## src/rtl/trace_cmd_dispatcher.sv

```systemverilog
// -----------------------------------------------------------------------------
// trace_cmd_dispatcher
//
// Front-end stage ahead of the L1 cache model. Accepts decoded trace records
// (4-bit command + address), buffers them in an in-order FIFO, drops illegal
// command codes and issues records to the cache over a valid/ready handshake.
// CLR (8) and PRINT (9) are serializing barriers: they are only issued once
// every previously issued command has been reported complete via cache_done.
//
// Ports:
//   clk, rst             clock, synchronous active-high reset
//   in_valid/in_ready    trace record input handshake (in_ready = FIFO not full)
//   in_cmd, in_addr      trace record command code and address
//   out_valid/out_ready  record issue handshake towards the cache
//   out_cmd, out_addr    issued record (registered, held while stalled)
//   cache_done           one-cycle pulse: one non-barrier command completed
//   busy                 FIFO non-empty or commands outstanding
//   err_pulse            one-cycle pulse: dropped illegal code or spurious done
//
// Optional build macro DISPATCH_STATS_EN adds saturating 32-bit event counters
// stat_rd, stat_wr, stat_if, stat_snp (L2_INVAL/L2_DATA_RQ) and stat_drop.
// -----------------------------------------------------------------------------
module trace_cmd_dispatcher #(
  parameter int ADDR_W  = 32,
  parameter int DEPTH   = 8,
  parameter int MAX_OUT = 4
) (
  input  logic              clk,
  input  logic              rst,
  input  logic              in_valid,
  input  logic [3:0]        in_cmd,
  input  logic [ADDR_W-1:0] in_addr,
  output logic              in_ready,
  output logic              out_valid,
  output logic [3:0]        out_cmd,
  output logic [ADDR_W-1:0] out_addr,
  input  logic              out_ready,
  input  logic              cache_done,
  output logic              busy,
  output logic              err_pulse
`ifdef DISPATCH_STATS_EN
  ,
  output logic [31:0]       stat_rd,
  output logic [31:0]       stat_wr,
  output logic [31:0]       stat_if,
  output logic [31:0]       stat_snp,
  output logic [31:0]       stat_drop
`endif
);

  localparam int PW = $clog2(DEPTH);

  typedef logic [PW:0]   ptr_t;
  typedef logic [PW-1:0] idx_t;

  typedef enum logic [1:0] {
    IDLE,
    ISSUE,
    DRAIN,
    BARRIER
  } state_t;

  function automatic logic is_legal(input logic [3:0] c);
    return (c <= 4'd4) || (c == 4'd8) || (c == 4'd9);
  endfunction

  function automatic logic is_barrier(input logic [3:0] c);
    return (c == 4'd8) || (c == 4'd9);
  endfunction

  logic [ADDR_W+3:0] mem [DEPTH];
  ptr_t              wr_ptr;
  ptr_t              rd_ptr;
  ptr_t              fifo_cnt;
  logic [3:0]        out_cnt;
  logic [3:0]        cnt_next;
  state_t            state;

  logic              handshake;
  logic              push;
  logic              illegal_in;
  logic              done_ok;
  logic              spurious;
  logic              issue_inc;
  logic              load;

  idx_t              head_idx;
  logic              head_avail;
  logic [3:0]        head_cmd;
  logic [ADDR_W-1:0] head_addr;

  state_t            nxt_state;
  logic              nxt_valid;

  assign fifo_cnt   = wr_ptr - rd_ptr;
  assign in_ready   = (fifo_cnt != ptr_t'(DEPTH));
  assign busy       = (fifo_cnt != '0) || (out_cnt != '0);

  assign handshake  = out_valid && out_ready;
  assign push       = in_valid && in_ready && is_legal(in_cmd);
  assign illegal_in = in_valid && in_ready && !is_legal(in_cmd);
  assign done_ok    = cache_done && (out_cnt != '0);
  assign spurious   = cache_done && (out_cnt == '0);
  assign issue_inc  = handshake && !is_barrier(out_cmd);

  always_comb begin
    cnt_next = out_cnt;
    if (issue_inc && !done_ok) begin
      cnt_next = out_cnt + 4'd1;
    end else if (!issue_inc && done_ok) begin
      cnt_next = out_cnt - 4'd1;
    end
  end

  // The output registers look one entry ahead: when the current head is being
  // handshaken this cycle, the record presented next is the one behind it.
  // A record pushed this very cycle is never bypassed to the output.
  always_comb begin
    if (handshake) begin
      head_idx   = rd_ptr[PW-1:0] + idx_t'(1);
      head_avail = (fifo_cnt > ptr_t'(1));
    end else begin
      head_idx   = rd_ptr[PW-1:0];
      head_avail = (fifo_cnt != '0);
    end
    {head_cmd, head_addr} = mem[head_idx];
  end

  // Next presentation decision for the selected head. A barrier is only
  // presented once the counter has already been zero for a full cycle and no
  // new non-barrier issue is landing on this edge.
  always_comb begin
    nxt_state = IDLE;
    nxt_valid = 1'b0;
    if (head_avail) begin
      if (is_barrier(head_cmd)) begin
        if ((out_cnt == '0) && (cnt_next == '0)) begin
          nxt_state = BARRIER;
          nxt_valid = 1'b1;
        end else begin
          nxt_state = DRAIN;
        end
      end else begin
        nxt_state = ISSUE;
        nxt_valid = (cnt_next < 4'(MAX_OUT));
      end
    end
  end

  // A presented record is held until accepted; otherwise re-evaluate.
  always_comb begin
    unique case (state)
      IDLE, DRAIN:    load = 1'b1;
      ISSUE, BARRIER: load = !out_valid || out_ready;
      default:        load = 1'b1;
    endcase
  end

  always_ff @(posedge clk) begin
    if (push) begin
      mem[wr_ptr[PW-1:0]] <= {in_cmd, in_addr};
    end
  end

  always_ff @(posedge clk) begin
    if (rst) begin
      wr_ptr    <= '0;
      rd_ptr    <= '0;
      out_cnt   <= '0;
      state     <= IDLE;
      out_valid <= 1'b0;
      out_cmd   <= '0;
      out_addr  <= '0;
      err_pulse <= 1'b0;
    end else begin
      if (push) begin
        wr_ptr <= wr_ptr + ptr_t'(1);
      end
      if (handshake) begin
        rd_ptr <= rd_ptr + ptr_t'(1);
      end
      out_cnt   <= cnt_next;
      err_pulse <= illegal_in || spurious;
      if (load) begin
        state     <= nxt_state;
        out_valid <= nxt_valid;
        if (head_avail) begin
          out_cmd  <= head_cmd;
          out_addr <= head_addr;
        end
      end
    end
  end

`ifdef DISPATCH_STATS_EN
  function automatic logic [31:0] sat_inc(input logic [31:0] v);
    return (v == '1) ? v : v + 32'd1;
  endfunction

  always_ff @(posedge clk) begin
    if (rst) begin
      stat_rd   <= '0;
      stat_wr   <= '0;
      stat_if   <= '0;
      stat_snp  <= '0;
      stat_drop <= '0;
    end else begin
      if (handshake && (out_cmd == 4'd0)) stat_rd <= sat_inc(stat_rd);
      if (handshake && (out_cmd == 4'd1)) stat_wr <= sat_inc(stat_wr);
      if (handshake && (out_cmd == 4'd2)) stat_if <= sat_inc(stat_if);
      if (handshake && ((out_cmd == 4'd3) || (out_cmd == 4'd4))) begin
        stat_snp <= sat_inc(stat_snp);
      end
      if (illegal_in) stat_drop <= sat_inc(stat_drop);
    end
  end
`endif

endmodule

```

## config.mk

```make
export PLATFORM = sky130hd
export DESIGN_NAME = trace_cmd_dispatcher
export DESIGN_NICKNAME = d
export VERILOG_FILES = /design/src/rtl/trace_cmd_dispatcher.sv
export SDC_FILE = /design/constraint.sdc
export NUM_CORES = 1
export LEC_CHECK = 0
export CORE_ASPECT_RATIO = 0.5
export CORE_UTILIZATION = 59
export CTS_CLUSTER_SIZE = 28
export DETAILED_ROUTE_END_ITERATION = 7
export GPL_TIMING_DRIVEN = 1
export PLACE_DENSITY = 0.79
export SYNTH_ARGS = -nofsm -noshare
export SYNTH_HDL_FRONTEND = slang
export SYNTH_SLANG_ARGS = --single-unit
```

## constraint.sdc

```tcl
create_clock -name clk -period 6.2 [get_ports clk]
set_input_delay 1.55 -clock clk [delete_from_list [all_inputs] [get_ports clk]]
set_output_delay 1.55 -clock clk [all_outputs]
set_load 0.02 [all_outputs]
```

==> results of run 1 <==
## metrics by stage
stage	instance area (sq um)	util [%]	setup WS [ns]	power, mW	cells
finish	15300	70.0	1.52	5.80	1119
global route	15300	70.0	1.41	6.04	1119
CTS	15300	70.0	1.55	5.84	1119
detailed placement	14400	65.8	1.36	4.09	1067
global placement	14400	65.8	1.48	4.05	1067
floorplan	13200	-	0.791	3.69	709
## worst min path at each step
| stage | start | end | cells after the start |
|---|---|---|---|
| 2_1_floorplan | wr_ptr[3] | wr_ptr[3] | 2 |
| 3_3_place_gp | out_cmd[3] | out_cmd[3] | 2 |
| 3_5_place_dp | out_cmd[3] | out_cmd[3] | 2 |
| 4_1_cts | out_cmd[3] | out_cmd[3] | 2 |
| 5_1_grt | out_addr[17] | out_addr[17] | 2 |
| 6_report | out_cmd[3] | out_cmd[3] | 2 |
## placed cells by master (no fill, tap or decap), types with 3 or more instances in the layout
cell,instances
clkbuf_8,3
nor2_4,6
dfxtp_1,51
buf_12,3
a21oi_1,10
nor4_1,3
inv_1,11
clkbuf_1,7
nand3_1,8
xnor2_1,4
mux4_2,68
nand2_1,15
nor2_1,59
o211ai_1,3
edfxtp_1,288
clkbuf_16,28
clkinv_2,6
nand2b_1,4
ha_1,7
clkinv_1,4
nor3_1,6
clkdlybuf4s50_1,79
a211oi_1,37
xor2_1,6
buf_4,13
a31oi_1,4
mux2i_1,36
o21ai_0,7
## state kept, by name (all words and copies together) (netlist names)
name       flops
err_pulse      1
wr_ptr         4
state          1
out_valid      1
out_cnt        4
mem          288
rd_ptr         4
out_addr      32
out_cmd        4
## cell usage after synthesis (all sizes together), types with 3 or more instances
library cell    n  area share [%]
o21ai           8            0.33
nor2b           3            0.14
nor4            3            0.14
nor2           65             1.8
a31oi           4            0.19
nand3           8            0.30
inv            11            0.31
nor3            8            0.30
buf            22             1.4
clkbuf         16            0.51
nand2          16            0.47
a21oi          10            0.38
a211oi         37             2.1
xor2            6            0.40
ha              7            0.66
nand2b          4            0.19
o211ai          3            0.17
xnor2           7            0.66
mux2i          37             2.9
dfxtp          51             7.7
edfxtp        288              65
mux4           68              12
## worst register-to-register path: stages (launching register included)
cell      delay (ns)
dfxtp_1         0.83
ha_1            0.33
fa_1            0.42
nand2_1         0.12
inv_1           0.10
a311oi_4        0.46
nand2b_1        0.31
nor2_4          0.82
buf_4           0.32
## final cells by class
cell class	instances	area [sq um]
clock inverter	14	143
multi-input combinational	321	3320
tap	300	375
fill	1283	6550
inverter	11	41.3
clock buffer	38	768
sequential	339	9670
timing repair buffer	96	953
## cell families after synthesis
group                    Yosys count
adder cells (fa/ha/maj)            8
AND/OR/NAND/NOR                  118
buffers and inverters             49
flip-flops                       339
multiplexers                     105
AO/OA/AOI/OAI                     77
XOR/XNOR                          13
## power by group
part           internal, mW  total (mW)  switching (mW)
Clock                 0.958        1.74           0.786
Combinational         0.600        1.35           0.751
Sequential             2.62        2.71          0.0911
Total                  4.18        5.80            1.63
## layer usage
layer,share of wire (%),GRT usage (%),routed length [um],vias to the layer above
met2,50,39.2,13000,239
met5,0,0,0,-
met4,1.8,5.05,481,0
li1,-,-,-,3022
met3,5.5,3.88,1440,39
met1,43,33.1,11100,3489
==> results_dict.tcl, run 1 <==
set metrics [dict create \
    ys_ff_latch 339 \
    die_h_um 108 \
    final.setup.tns_ns 0 \
    first_iter_violations 561 \
    ir_drop_uv 191 \
    r2r_cells 8 \
    final-setup-viol-count 0 \
    initial_core_util_pct 60.6 \
    cp.arrival_ns 3.13 \
    wl_per_cell_um 23.3 \
    cp_slowest_cell "dfxtp_1" \
    layout.nets 846 \
    numPortBuffers 80 \
    cp.depth 6 \
    synthAdderAreaFrac_pct 0.814 \
    synth-xor-area-share_pct 1.06 \
    grt_usage_pct 23.5 \
    power.density_mw_per_mm2 380 \
    r2r_end "mem[1][24]" \
    ios 81 \
    synth_top_family_by_area "multiplexers" \
    max_slew_margin_pct 36.1 \
    cts_made_buffers 28 \
    path_buf_inv 2 \
    required_ns 4.65 \
    path_max_fanout 18 \
    synth-compound-area-share_pct 4.26 \
    yosysSeqAreaShare_pct 73.2 \
    ff2ff_setup_slack_ns 2.19 \
    path_delay_family "flip-flops" \
    fmax_ghz 0.214 \
    drive_above_1_share_pct 17.7 \
    cts_setup_buffers 0 \
    syn_area_sq_mm 0.0132 \
    crit_type "reg2out" \
    synthSimpleGateAreaFrac_pct 4.00 \
    hold_slack_ns 0.478 \
    ys_warn_count 0 \
    wl_um 26000 \
    async_flop_share_pct 0 \
    antenna_found_initial 1 \
    synth.avg_cell_area_sq_um 18.6 \
    synth_edf_count 288 \
    worst_slew_pin_slew_ns 0.957 \
    post_drt_via_cell_ratio 6.07 \
    fin_skew_ns 0.00827 \
    cts.repair.resized 0 \
    place_hpwl_um 14900 \
    synth_cell_type_count 53 \
    clockRootBuffer "clkbuf_16" \
    clk_latency_ns 0.55 \
    crit_path_max_incr_delay_ns 0.83 \
    row_count 38 \
    cts_sinks 339 \
    drc 0 \
    rsz0062_at_grt "no" \
    antenna_left 0 \
    cap_viol_max_count 0 \
    syn_to_final_growth_pct 15.6 \
    path_cells "ha_1 > fa_1 > nand2_1 > inv_1 > nand3_1 > clkdlybuf4s50_1" \
    gr-total-overflow 0 \
    reg2reg_from "rd_ptr[0]" \
    htree_levels 1 \
    grt_pass1_wl_um 39800 \
    ys.flop_type "edfxtp_1" \
    vias 6789 \
    cts_max_path_buffers 3 \
    die-area_sq_mm 0.0230 \
    grt_pass1_vias 7001 \
    leakage_nw 5.20 \
    place.gp.congestion 0.751 \
    antennaDiodeCount 0 \
    syn_inst 709 \
    die_w_um 214 \
    hold_viol 0 \
    status "finished, final reports clean" \
    syn-num-nets 758 \
    timing.final.crit_period_ns 4.68 \
    critPathCapture "in_ready" \
    synth_mux_area_share_pct 14.5 \
    start_kind "flop" \
    setup.worst_path.start "rd_ptr[0]" \
    final.period_utilization_pct 75.5 \
    cts_tree "done" \
    grt_max_degree 71 \
    slew_viol_final 0 \
    hp-class "reg2reg" \
    core_sq_mm 0.0218 \
    firstDrtPassIters 5 \
    cts_hold_buf 0 \
    path_clk_slew_ns 0.07 \
    critPathCaptureType "output port" \
]
(Power assumes the default switching activity.)
==> inputs of run 2 (changes only) <==
==> constraint.sdc (replaced) <==
create_clock -name clk -period 4.5 [get_ports clk]
set_input_delay 1.125 -clock clk [delete_from_list [all_inputs] [get_ports clk]]
set_output_delay 1.125 -clock clk [all_outputs]
set_load 0.02 [all_outputs]
==> run 2 against run 1 <==
  * Global-route usage grew 0.72 points
  * Cell count increased by 0.80%
  * Largest power group unchanged
  * Cell area up 2.1%
  * First-iteration DRC count increased by 7.1%
  * Die area stayed put
  * Via count grew 1.8%
  * Critical path type unchanged
==> results_dict.tcl, run 2 (same netlist as run 1, synthesis figures left out) <==
set metrics [dict create \
    status "finished, final reports clean" \
    cts_tree "done" \
    timing.final.crit_period_ns 4.12 \
    path_clk_slew_ns 0.07 \
    cp.arrival_ns 2.99 \
    die-area_sq_mm 0.0230 \
    row_count 38 \
    firstDrtPassIters 5 \
    grt_pass1_vias 7067 \
    netSwitchingFraction_pct 27.8 \
    post_drt_via_cell_ratio 6.13 \
    cts_setup_buffers 0 \
    required_ns 3.38 \
    ff2ff_setup_slack_ns 0.98 \
    min_from "out_cmd[3]" \
    wl_um 26500 \
    min_path_cells 2 \
    crit_type "reg2out" \
    ios 81 \
    power.density_mw_per_mm2 533 \
    clockRootBuffer "clkbuf_16" \
    grt_max_degree 43 \
    grt_pass1_wl_um 41000 \
    final-setup-viol-count 0 \
    htree_levels 1 \
    max_slew_margin_pct 35.0 \
    vias 6913 \
    worst_slew_pin_slew_ns 0.955 \
    largest_reg_flops 288 \
    hp-class "reg2reg" \
    numPortBuffers 80 \
    drc 0 \
    hold_end "out_cmd[3]" \
    first_iter_violations 601 \
    fin_skew_ns 0.0122 \
    slew_viol_final 0 \
    place_hpwl_um 15100 \
    p_int_mw 6.01 \
    wl_per_cell_um 23.5 \
    dpl_cell_area_sq_mm 0.0146 \
    die_w_um 214 \
    fmax_ghz 0.243 \
    clkPwrFrac_pct 32.3 \
    reg2reg_from "rd_ptr[1]" \
    antennaDiodeCount 0 \
    r2r_end "out_addr[21]" \
    grt_usage_pct 24.2 \
    path_max_fanout 10 \
    final_area_sq_mm 0.0156 \
    rsz0062_at_grt "no" \
    start_kind "flop" \
    cap_viol_max_count 0 \
    antenna_found_initial 0 \
    cts.repair.resized 0 \
    die_h_um 108 \
    combPwrFrac_pct 22.8 \
    drive_above_1_share_pct 19.2 \
    initial_core_util_pct 60.6 \
    ir_drop_uv 280 \
    final_core_util_pct 71.5 \
    clk_latency_ns 0.56 \
    final.period_utilization_pct 91.5 \
    seq_power_share_pct 44.9 \
    cts_made_buffers 29 \
    num-fill-cells 1256 \
    gr-total-overflow 0 \
    final.setup.tns_ns 0 \
    core_sq_mm 0.0218 \
    critPathCaptureType "output port" \
    place.gp.congestion 0.769 \
    final_common_cell "edfxtp_1" \
    cts_sinks 339 \
    cts_max_path_buffers 3 \
    hold_viol 0 \
    final_cell_mix "288 x edfxtp_1, 79 x clkdlybuf4s50_1, 68 x mux4_2" \
    syn_to_final_growth_pct 18.0 \
    finalPower_mw 8.32 \
    r2r_cells 10 \
    switchingPower_mw 2.31 \
    cts_hold_buf 0 \
    layout.nets 854 \
    leakage_nw 5.33 \
    antenna_left 0 \
]
[run 2: changes by cell type in the layout (fill, tap and decap cells not counted), moves of 2 or more]
cell,delta
nor3_4,+2
buf_4,-3
clkinv_1,-4
bufinv_16,+3
clkbuf_16,+2
nor3_2,-2
buf_12,+10
[run 2: power by group through the flow]
| stage | clock network [mW] | logic (mW) | registers [mW] |
|---|---|---|---|
| floorplan | 0 | 1.19 | 3.89 |
| global placement | 0 | 1.85 | 3.78 |
| detailed placement | 0 | 1.90 | 3.80 |
| CTS | 2.72 | 1.92 | 3.73 |
| global route | 2.84 | 2.07 | 3.75 |
| finish | 2.69 | 1.90 | 3.73 |
[run 2: final cells by class]
type,count,area [sq um],area share (%)
clock buffer,38,801,5.13
inverter,11,41.3,0.265
tap,300,375,2.41
timing repair buffer,103,1130,7.25
clock inverter,16,240,1.54
multi-input combinational,321,3340,21.4
sequential,339,9670,62.0
[run 2: per-stage QoR]
step,hold slack (ns),setup WS (ns),std cells
floorplan,0.470,0.478,709
global placement,0.462,0.471,1074
detailed placement,0.469,0.427,1074
CTS,0.478,0.370,1128
global route,0.493,0.215,1128
finish,0.479,0.385,1128
[run 2: worst max-delay path by stage]
stage / from / endpoint / slack, ns / cells after the start
5_1_grt: rd_ptr[1] / busy / 0.22 / 8
4_1_cts: rd_ptr[1] / busy / 0.37 / 8
6_report: rd_ptr[1] / busy / 0.38 / 8
3_3_place_gp: in_cmd[0] / mem[6][6] / 0.47 / 8
2_1_floorplan: in_cmd[0] / mem[1][0] / 0.48 / 6
3_5_place_dp: in_cmd[1] / mem[6][0] / 0.43 / 8
[run 2: per-layer routing]
layer  global-route usage (%)  part of all wire [%]  up-vias
li1                         -                     -     3045
met1                     34.5                    43     3558
met2                     39.9                    50      259
met3                     4.03                   5.9       51
met4                     5.36                   1.7        0
met5                        0                     0        -
[run 2: worst max-delay path, cell delays in order, from the launching register on]
cell             delay (ns)
dfxtp_1                0.65
inv_1                  0.20
ha_1                   0.23
a21oi_1                0.18
o21ai_2                0.10
xnor2_2                0.27
nor2_1                 0.08
nand3_1                0.11
clkdlybuf4s50_1        0.61
==> inputs of run 3 (changes only) <==
--- a/config.mk
+++ b/config.mk
@@ -14,3 +14,4 @@
 export SYNTH_ARGS = -nofsm -noshare
 export SYNTH_HDL_FRONTEND = slang
 export SYNTH_SLANG_ARGS = --single-unit
+export TNS_END_PERCENT = 20
==> run 3 against run 2 <==
  * Wire length is 0.16% higher
  * Non-clock buffer count is 2 lower
  * Sequential cell count stayed put
  * Critical path depth stayed put
  * Via count is 0.78% higher
  * Sequential power hardly changed
  * Total power is 3.1% lower
  * Fmax is 2.1% lower
  * Largest cell class unchanged
  * Largest power group unchanged
  * Highest routed layer unchanged
==> results_dict.tcl, run 3 (same netlist as run 1, synthesis figures left out) <==
set metrics [dict create \
    status "finished, final reports clean" \
    met1_usage_pct 34.9 \
    place_hpwl_um 15400 \
    cts_sinks 339 \
    cp.arrival_ns 3.08 \
    min_path_cells 2 \
    multi_input_area_sq_mm 0.00333 \
    layout.nets 852 \
    max_slew_margin_pct 43.4 \
    clkPwrFrac_pct 30.2 \
    required_ns 3.38 \
    die-area_sq_mm 0.0230 \
    netSwitchingFraction_pct 28.6 \
    hold_slack_ns 0.483 \
    path_clk_slew_ns 0.07 \
    start_kind "flop" \
    grt_pass1_vias 6966 \
    cts.repair.resized 0 \
    fmax_ghz 0.238 \
    post_drt_via_cell_ratio 6.19 \
    initial_core_util_pct 60.6 \
    final.setup.tns_ns 0 \
    wl_um 26500 \
    grt_usage_pct 24.0 \
    final-setup-viol-count 0 \
    r2r_cells 10 \
    clockRootBuffer "clkbuf_16" \
    worst_slew_pin_slew_ns 0.847 \
    antenna_found_initial 0 \
    gr-total-overflow 0 \
    vias 6967 \
    clk_latency_ns 0.58 \
    cts_setup_buffers 0 \
    antenna_left 0 \
    dp_slack_ns 0.496 \
    grt_max_degree 55 \
    syn_to_final_growth_pct 16.6 \
    firstDrtPassIters 5 \
    num-fill-cells 1283 \
    cts_max_path_buffers 3 \
    cts_made_buffers 29 \
    core_sq_mm 0.0218 \
    final_cell_mix "288 x edfxtp_1, 79 x clkdlybuf4s50_1, 68 x mux4_2" \
    numPortBuffers 80 \
    ios 81 \
    ir_drop_uv 321 \
    largest_reg_flops 288 \
    power.density_mw_per_mm2 523 \
    final.period_utilization_pct 93.4 \
    wl_per_cell_um 23.6 \
    row_count 38 \
    timing.final.crit_period_ns 4.20 \
    hold_viol 0 \
    drive_above_1_share_pct 18.3 \
    cap_viol_max_count 0 \
    setup_ws_ns 0.298 \
    hp-class "reg2reg" \
    combPwrFrac_pct 23.6 \
    regArea_sq_mm 0.00967 \
    rsz0062_at_grt "no" \
    seq_power_share_pct 46.1 \
    met2_usage_pct 38.6 \
    first_iter_violations 607 \
    p_int_mw 5.75 \
    die_w_um 214 \
    final_area_sq_mm 0.0154 \
    die_h_um 108 \
    slew_viol_final 0 \
    htree_levels 1 \
    cts_hold_buf 0 \
    antennaDiodeCount 0 \
    path_max_fanout 7 \
    drc 0 \
    final_common_cell "edfxtp_1" \
    dpl_cell_area_sq_mm 0.0145 \
    crit_type "reg2out" \
    switchingPower_mw 2.31 \
    cts_tree "done" \
    final_core_util_pct 70.6 \
    busiest_layer "met2" \
    use_met3_pct 4.49 \
    fin_skew_ns 0.0170 \
    place.gp.congestion 0.839 \
    critPathCaptureType "output port" \
    leakage_nw 5.24 \
    grt_pass1_wl_um 40600 \
]
run 3: worst max-delay path, cell delays in order, from the launching register on:
cell and delay [ns]:
dfxtp_1 0.55, inv_1 0.15, ha_1 0.27, fa_1 0.39, xor2_1 0.15, nand2_1 0.12, inv_1 0.10, nand3_1 0.16
clkdlybuf4s50_1 0.62
run 3: path summary, 6_finish.rpt:
| kind | startpoint | end | slack, ns |
|---|---|---|---|
| worst max register to register | rd_ptr[1] | out_addr[26] | 0.92 |
| worst min-delay path | out_cmd[3] | out_cmd[3] | 0.48 |
| worst max-delay path | wr_ptr[0] | in_ready | 0.30 |
| worst min register to register | out_cmd[3] | out_cmd[3] | 0.48 |
run 3: power by group through the flow:
stage	logic, mW	registers, mW	clock network (mW)
6_report	1.91	3.72	2.44
2_1_floorplan	1.19	3.89	0
3_5_place_dp	1.89	3.78	0
5_1_grt	2.07	3.73	2.59
3_3_place_gp	1.84	3.77	0
4_1_cts	1.92	3.72	2.46
run 3: routing by layer:
metal	wire length (um)	share of wire [%]
met5	0	0
met4	421	1.6
met3	1670	6.3
met2	13200	50
met1	11200	42
run 3: metrics by stage:
stage	cells	power (mW)
after detailed placement	1072	5.67
final	1126	8.06
after global routing	1126	8.39
after floorplan	709	5.08
after CTS	1126	8.10
after global placement	1072	5.61
run 3: final cells by class:
class / instances / area share, %
clock buffer: 41 / 5.20
clock inverter: 13 / 0.796
inverter: 11 / 0.268
multi-input combinational: 321 / 21.6
sequential: 339 / 62.8
tap: 300 / 2.44
timing repair buffer: 101 / 6.92
